`src/rtl/tagged_frame_demux.sv`:
```
// Splits tagged words into NCH payload channels, staging each frame in shadow
// registers and publishing it atomically on the commit tag; includes a link watchdog.
module tagged_frame_demux #(
    parameter int DATA_W      = 16,
    parameter int TAG_W       = 4,
    parameter int NCH         = 7,
    parameter int COMMIT_TAG  = 15,
    parameter int TIMEOUT_CYC = 1000000,
    parameter int CNT_W       = 20
) (
    input  logic                              clk,
    input  logic                              rst,
    input  logic [DATA_W-1:0]                 in_data,
    input  logic                              in_valid,
    output logic [NCH*(DATA_W-TAG_W)-1:0]     ch_data,
    output logic [NCH-1:0]                    ch_upd,
    output logic [7:0]                        frame_cnt,
    output logic                              link_alive,
    output logic                              err_unknown_tag,
    output logic                              err_overrun
);
    localparam int PW = DATA_W - TAG_W;
    localparam logic [TAG_W-1:0] NCH_T    = TAG_W'(NCH);
    localparam logic [TAG_W-1:0] COMMIT_T = TAG_W'(COMMIT_TAG);
    localparam logic [CNT_W-1:0] WD_MAX   = CNT_W'(TIMEOUT_CYC);

    logic [NCH-1:0][PW-1:0] shadow_q, shadow_d;
    logic [NCH-1:0][PW-1:0] ch_data_q, ch_data_d;
    logic [NCH-1:0]         pending_q, pending_d;
    logic [NCH-1:0]         ch_upd_q, ch_upd_d;
    logic [7:0]             frame_cnt_q, frame_cnt_d;
    logic [CNT_W-1:0]       wd_q, wd_d;
    logic                   alive_q, alive_d;
    logic                   err_unk_q, err_unk_d;
    logic                   err_ovr_q, err_ovr_d;

    logic [TAG_W-1:0] tag;
    logic [PW-1:0]    payload;

    assign tag     = in_data[DATA_W-1 -: TAG_W];
    assign payload = in_data[PW-1:0];

    always_comb begin
        shadow_d    = shadow_q;
        ch_data_d   = ch_data_q;
        pending_d   = pending_q;
        ch_upd_d    = '0;
        frame_cnt_d = frame_cnt_q;
        wd_d        = wd_q;
        alive_d     = alive_q;
        err_unk_d   = 1'b0;
        err_ovr_d   = 1'b0;
        if (in_valid) begin
            // Any word, even an unrecognised one, proves the link is up.
            wd_d = '0;
            if (tag < NCH_T) begin
                for (int i = 0; i < NCH; i++) begin
                    if (tag == TAG_W'(i)) begin
                        err_ovr_d    = pending_q[i];
                        shadow_d[i]  = payload;
                        pending_d[i] = 1'b1;
                    end
                end
            end else if (tag == COMMIT_T) begin
                for (int i = 0; i < NCH; i++) begin
                    if (pending_q[i]) begin
                        ch_data_d[i] = shadow_q[i];
                    end
                end
                ch_upd_d    = pending_q;
                pending_d   = '0;
                frame_cnt_d = frame_cnt_q + 8'd1;
                alive_d     = 1'b1;
            end else begin
                err_unk_d = 1'b1;
            end
        end else if (wd_q < WD_MAX) begin
            wd_d = wd_q + CNT_W'(1);
            // Timeout edge: a stale partial frame must never be published later.
            if (wd_q == WD_MAX - CNT_W'(1)) begin
                alive_d   = 1'b0;
                pending_d = '0;
            end
        end
    end

    always_ff @(posedge clk) begin
        if (rst) begin
            shadow_q    <= '0;
            ch_data_q   <= '0;
            pending_q   <= '0;
            ch_upd_q    <= '0;
            frame_cnt_q <= '0;
            wd_q        <= '0;
            alive_q     <= 1'b0;
            err_unk_q   <= 1'b0;
            err_ovr_q   <= 1'b0;
        end else begin
            shadow_q    <= shadow_d;
            ch_data_q   <= ch_data_d;
            pending_q   <= pending_d;
            ch_upd_q    <= ch_upd_d;
            frame_cnt_q <= frame_cnt_d;
            wd_q        <= wd_d;
            alive_q     <= alive_d;
            err_unk_q   <= err_unk_d;
            err_ovr_q   <= err_ovr_d;
        end
    end

    assign ch_data         = ch_data_q;
    assign ch_upd          = ch_upd_q;
    assign frame_cnt       = frame_cnt_q;
    assign link_alive      = alive_q;
    assign err_unknown_tag = err_unk_q;
    assign err_overrun     = err_ovr_q;

endmodule

```
`config.mk`:
```
export PLATFORM = sky130hd
export DESIGN_NAME = tagged_frame_demux
export DESIGN_NICKNAME = d
export VERILOG_FILES = /design/src/rtl/tagged_frame_demux.sv
export SDC_FILE = /design/constraint.sdc
export NUM_CORES = 1
export LEC_CHECK = 0
export CORE_MARGIN = 2
export CORE_UTILIZATION = 45
export DETAILED_ROUTE_END_ITERATION = 16
export PLACE_DENSITY = 0.68
export SLEW_MARGIN = 20
export SYNTH_ARGS = -nofsm -noshare
export SYNTH_HDL_FRONTEND = slang
export SYNTH_SLANG_ARGS = --single-unit
```
`constraint.sdc`:
```
create_clock -name clk -period 2.11 [get_ports clk]
set_input_delay 0.422 -clock clk [delete_from_list [all_inputs] [get_ports clk]]
set_output_delay 0.422 -clock clk [all_outputs]
set_load 0.05 [all_outputs]
```
== Word-level counts from Yosys, hierarchy flattened ==
Index checks and enable logic that the tools add are counted.
Storage, ports and cells
  register bits: 213
  bits of input ports: 19
Operators by class
  add/sub/neg operators: 2
  magnitude comparators: 2
  eq/ne operators: 18
  multiplexer cells: 25
  bitwise logic cells: 3
  reductions and logical operators: 30
Operator list (count)
  4-bit AND reduction: 15
  7-bit 2-to-1 mux: 5
  3-bit AND reduction: 8
  3-bit by 2-bit inequality test with 1-bit output, second input constant: 7
  20-bit by 1-bit adder with 20-bit output, second input constant: 1
  20-bit == test, second input constant: 1
  20-bit less-than comparator, second input constant: 1
  1-bit 2-to-1 mux: 20
  4-bit by 3-bit == test with 1-bit output, second input constant: 3
  8-bit by 1-bit adder with 8-bit output, second input constant: 1
  4-bit by 2-bit == test with 1-bit output, second input constant: 2
  3-bit OR reduction: 2
  4-bit by 1-bit == test with 1-bit output, second input constant: 1
  4-bit == test, second input constant: 1
  4-bit logical NOT: 1
  4-bit by 3-bit less-than comparator with 1-bit output, second input constant: 1
  2-bit nonzero test: 2
  4-bit OR reduction: 1
  3-bit by 1-bit inequality test with 1-bit output, second input constant: 1
  1-bit NOT: 3
  2-bit by 1-bit inequality test with 1-bit output, second input constant: 1
  2-bit inequality test, second input constant: 1
  2-bit OR reduction: 1

== Longest topological paths before layout ==
  word-level depth: 8
  depth in mapped cells: 8
  depth with buffers taken out: 6

== Worst setup path before layout ==
No wires, ideal clock.
  path type: flip-flop to flip-flop
  from: register wd_q[0]
  to: register pending_q[2]
  setup time: 117 ps
  arrival time: 1641 ps
  required time: 1993 ps
  path slack: 352 ps
  stages on the path, launching flop included: 7
  period minus slack after synthesis: 1758 ps
  cells stage by stage: dfxtp_1 ha_1 and2_4 nand4_1 or4_4 o21a_4 a22o_1
On the way
  word-level cells in the longest chain between the ends: 3
  elaborated cells between the ends (all ways): 5
  classes of those cells: 1 x order compare; 1 x eq/ne; 3 x reduce/logical
Ends and longest elaborated chain
  start: declaration: line 32  | logic [CNT_W-1:0] wd_q, wd_d;
  start signal: assignment: line 104  | wd_q <= wd_d;
  20-bit less-than comparator / 20-bit == test (equally long branches): line 77, 80
  2-bit nonzero test (no line)
  4-bit AND reduction (no line) *
  end signal: assignment: line 101  | pending_q <= pending_d;
  end: declaration: line 29  | logic [NCH-1:0] pending_q, pending_d;
Mark *: on every way between the ends. The rest lies on a longest branch, timed or not.
A chain may end at the register's enable or synchronous reset.

== Worst setup path in the final report ==
  from: register ch_data_q, in the netlist ch_data[59]
  to: output ch_data[59]
RTL lines
  start: declaration: line 28  | logic [NCH-1:0][PW-1:0] ch_data_q, ch_data_d;
  start signal: assignment: line 100  | ch_data_q <= ch_data_d;
  end: declaration: line 15  | output logic [NCH*(DATA_W-TAG_W)-1:0] ch_data,
No word-level cell between the ends.

==> flow_summary.rst <==
.. list-table::
   :header-rows: 1

   * - Metric
     - Value
   * - Number of nets in the finished design
     - between 1000 and 1500
   * - Area share of the largest cell type after synthesis
     - 0.538
   * - Placeable core region
     - between 15000 and 20000 um2
   * - Sinks on Clock Net
     - roughly 210
   * - Final-report setup violation count
     - 0
   * - Area delta synth->final
     - 32.5%
   * - Total number of yosys warnings
     - 0
   * - Cts bufs inserted
     - 23
   * - Cells taking the most area after synthesis
     - sky130_fd_sc_hd__dfxtp_1 54%, sky130_fd_sc_hd__nand2_1 14%, sky130_fd_sc_hd__a21oi_1 12%
   * - Share of flip-flops with an asynchronous set or reset
     - 0
   * - Count of unresolved DRC violations after routing
     - 0
   * - Ratio of cells with drive above 1 in the final layout
     - 0.0960
   * - Sequential fraction of the synthesis area
     - 0.538
   * - Static leakage power
     - approximately 4.2 nW
   * - Slack of the worst reg-to-reg path
     - around 210 ps
   * - Number of core rows
     - 48
   * - Antenna violations before repair
     - 0
   * - Final standard cell count with taps included and fillers excluded
     - roughly 1400
   * - Worst setup margin
     - around 27 ps
   * - Die height
     - ~140 um
   * - Mapped Avg Cell Area
     - around 8.0 um2
   * - Synthesized net count
     - ~1000
   * - Library cell contributing the largest single delay on the critical path
     - sky130_fd_sc_hd__clkdlybuf4s50_1
   * - Number of synthesized flops with an enable pin
     - 0
   * - Final design instance area without fill
     - around 11000 um2
   * - Library cell with the highest instance count after synthesis
     - sky130_fd_sc_hd__nand2_1
   * - Hold path depth
     - 2
   * - Period minus WS final
     - ~2100 ps
   * - Post-placement setup slack
     - -134 ps
   * - Total global routing overflow
     - 0
   * - Largest area contributor in the netlist
     - sky130_fd_sc_hd__dfxtp_1
   * - Initial cell density of the core
     - 0.460
   * - Maximum number of pins on one net before global-route repair
     - 90
   * - Antenna fix cells
     - 0
   * - Iteration-0 DRC count of the detailed router
     - ~490
   * - # Max-Cap Violations
     - 0
   * - Routability-driven placement congestion ratio
     - ~0.87
   * - Cell area after placement
     - between 9000 and 10000 um2
   * - Final ANT Viol Nets
     - 0
   * - Most numerous cell types in the synthesized netlist
     - 289 x sky130_fd_sc_hd__nand2_1, 213 x sky130_fd_sc_hd__dfxtp_1, 187 x sky130_fd_sc_hd__a21oi_1
   * - Number of different library cells in the post-synthesis netlist
     - 42
   * - Delay of the slowest cell on the worst path
     - roughly 800 ps
   * - Family with the most delay on the worst path
     - buffers and inverters
   * - H-Tree Level Count
     - 1
   * - Destination of the worst hold path
     - link_alive$_SDFFE_PP0P_
   * - Worst Path Arrival
     - ~1700 ps
   * - Filler cell count
     - ~1500
   * - Destination of the worst register-to-register timing path
     - pending_q[2]$_SDFFE_PP0P_
   * - Insertion delay of the later-clocked pin in the worst-skew pair
     - approximately 520 ps
   * - Pwr dens
     - between 800 and 900 nW/um2
   * - Area of the mapped netlist
     - approximately 7900 um2
   * - CTS tree
     - done
   * - Highest metal layer used by the detailed router
     - met4
   * - Worst Setup Start Kind
     - register
   * - Number of buffer and inverter instances along the worst setup path
     - 1
   * - Drt wl/cell
     - approximately 16 um
   * - Met2 wire len
     - roughly 9800 um
   * - Setup TNS
     - 0 ps
   * - Number of synthesized register bits
     - 213
   * - Transition time at the pin with the least slew margin
     - just under 700 ps
   * - # IOs
     - approximately 120
   * - Main flop type after synthesis
     - sky130_fd_sc_hd__dfxtp_1
   * - Routed wire length
     - 21300 um
   * - Vias in the first global route
     - ~6700
   * - Critical register-to-register path startpoint
     - wd_q[0]$_SDFFE_PP0N_
   * - Placed instance count
     - 1320
   * - Max-slew headroom
     - 0.551
   * - DR pass1 iterations
     - 5
   * - Post-Synthesis Cells
     - between 900 and 1000
   * - CTS Root Cell
     - sky130_fd_sc_hd__clkbuf_16
   * - Port bufs
     - 120
   * - Global-route wire length before repair
     - 33900 um
   * - Number of buffers between clock root and the deepest sink
     - 3
   * - Final number of hold-violating endpoints
     - 0
   * - CP Max Fanout
     - 2
   * - Routed vias/inst
     - 5.26
   * - Number of vias in the routed layout
     - a little over 7000
   * - Status
     - completed
   * - Start point of the worst min-delay path
     - rst
   * - CP Data Required Time
     - roughly 1700 ps
   * - Critical path class
     - register to primary output
   * - Width of the die
     - roughly 140 um
   * - Overall Global Routing Usage
     - 0.227
   * - Setup crit end kind
     - primary output
   * - Half-perimeter wire length after detailed placement
     - 13900 um
   * - Total met3 wirelength after detailed routing
     - about 1500 um
   * - Reg2reg path depth
     - 6
   * - Final worst clock skew
     - approximately 25 ps
   * - Post-CTS clock slew at the launch and capture registers of the worst setup and hold paths
     - about 60 ps
   * - Met1 Routed Length
     - a little under 10000 um
   * - Die area
     - ~19000 um2
   * - Peak ir drop on the vdd network
     - about 0.00053 V
   * - Critical path, cell by cell
     - clkdlybuf4s50_1
   * - Fin crit share
     - 0.987
   * - Max-slew violation count
     - 0
   * - HP Class
     - primary input to register
   * - Max Clock Freq
     - between 400 and 500 MHz
==> cells by family after synthesis <==
family          count (synthesis)  share of synthesized area
compound gates                209                      0.140
xor+xnor                       23                     0.0254
fa+ha+maj                       2                    0.00316
buf+inv                        79                     0.0409
flops                         213                      0.538
mux                             2                    0.00410
simple gates                  464                      0.248
==> worst max path at each step <==
stage,slack [ps],start,end,depth (start not counted)
6_report,30,ch_data[59]$_SDFFE_PP0P_,ch_data[59],1
5_1_grt,-5,ch_data[59]$_SDFFE_PP0P_,ch_data[59],1
4_1_cts,0.3,ch_data[52]$_SDFFE_PP0P_,ch_data[52],1
3_5_place_dp,-130,in_data[15],ch_data[8]$_SDFFE_PP0P_,7
3_3_place_gp,-70,in_data[15],ch_data[1]$_SDFFE_PP0P_,7
2_1_floorplan,350,wd_q[0]$_SDFFE_PP0N_,pending_q[2]$_SDFFE_PP0P_,6
==> report_power, final <==
part | switching (mW) | leakage (nW) | internal (mW) | total [mW]
logic | 0.217 | 2.10 | 0.106 | 0.323
registers | 0.0241 | 1.72 | 4.05 | 4.07
clock network | 1.63 | 0.418 | 2.94 | 4.57
==> registers in the layout, indices dropped and copies added, names as in the netlist <==
| name | cells |
|---|---|
| ch_data | 84 |
| shadow_q | 84 |
| wd_q | 20 |
| frame_cnt | 8 |
| ch_upd | 7 |
| pending_q | 7 |
| err_overrun | 1 |
| err_unknown_tag | 1 |
| link_alive | 1 |
==> routing by layer <==
layer | vias to the layer above | global-route usage
met5 | - | 0
met2 | 217 | 0.361
met4 | 0 | 0.0538
met1 | 3349 | 0.318
met3 | 30 | 0.0437
li1 | 3563 | -
==> placed cells by master, fill, tap and decap left out, types with 5 or more instances in the layout <==
cell type / n
sky130_fd_sc_hd__dlygate4sd2_1: 32
sky130_fd_sc_hd__bufinv_16: 7
sky130_fd_sc_hd__dlymetal6s2s_1: 31
sky130_fd_sc_hd__nor3_1: 10
sky130_fd_sc_hd__clkdlybuf4s50_1: 56
sky130_fd_sc_hd__buf_12: 5
sky130_fd_sc_hd__xor2_1: 5
sky130_fd_sc_hd__a21oi_1: 187
sky130_fd_sc_hd__nor2_1: 42
sky130_fd_sc_hd__buf_4: 52
sky130_fd_sc_hd__clkbuf_16: 23
sky130_fd_sc_hd__nand3_1: 91
sky130_fd_sc_hd__nand4_1: 10
sky130_fd_sc_hd__xnor2_1: 18
sky130_fd_sc_hd__dfxtp_1: 213
sky130_fd_sc_hd__inv_1: 5
sky130_fd_sc_hd__nand2_1: 289
==> through the flow <==
stage	power (mW)	hold slack [ps]	util
floorplan	4.32	432	-
global placement	4.48	442	0.557
detailed placement	4.48	447	0.557
CTS	9.02	190	0.605
global route	9.22	203	0.609
finish	8.97	195	0.609
==> area by class of cell <==
class / instances / area [um2] / area share
multi-input cells: 700 / 3350 / 0.319
clock buffers: 28 / 614 / 0.0585
repair buffers: 176 / 1720 / 0.164
inverters: 6 / 22.5 / 0.00214
well taps: 225 / 282 / 0.0268
clock inverters: 12 / 255 / 0.0243
flip-flops and latches: 213 / 4260 / 0.406
==> repair_timing <==
item	in CTS	in global routing
setup endpoints to repair	32	31
endpoints found under the hold margin	0	0
setup buffers	0	0
gates resized for setup	32	31
hold buffers	0	0
Note: power is estimated with default switching activity, not from simulation.
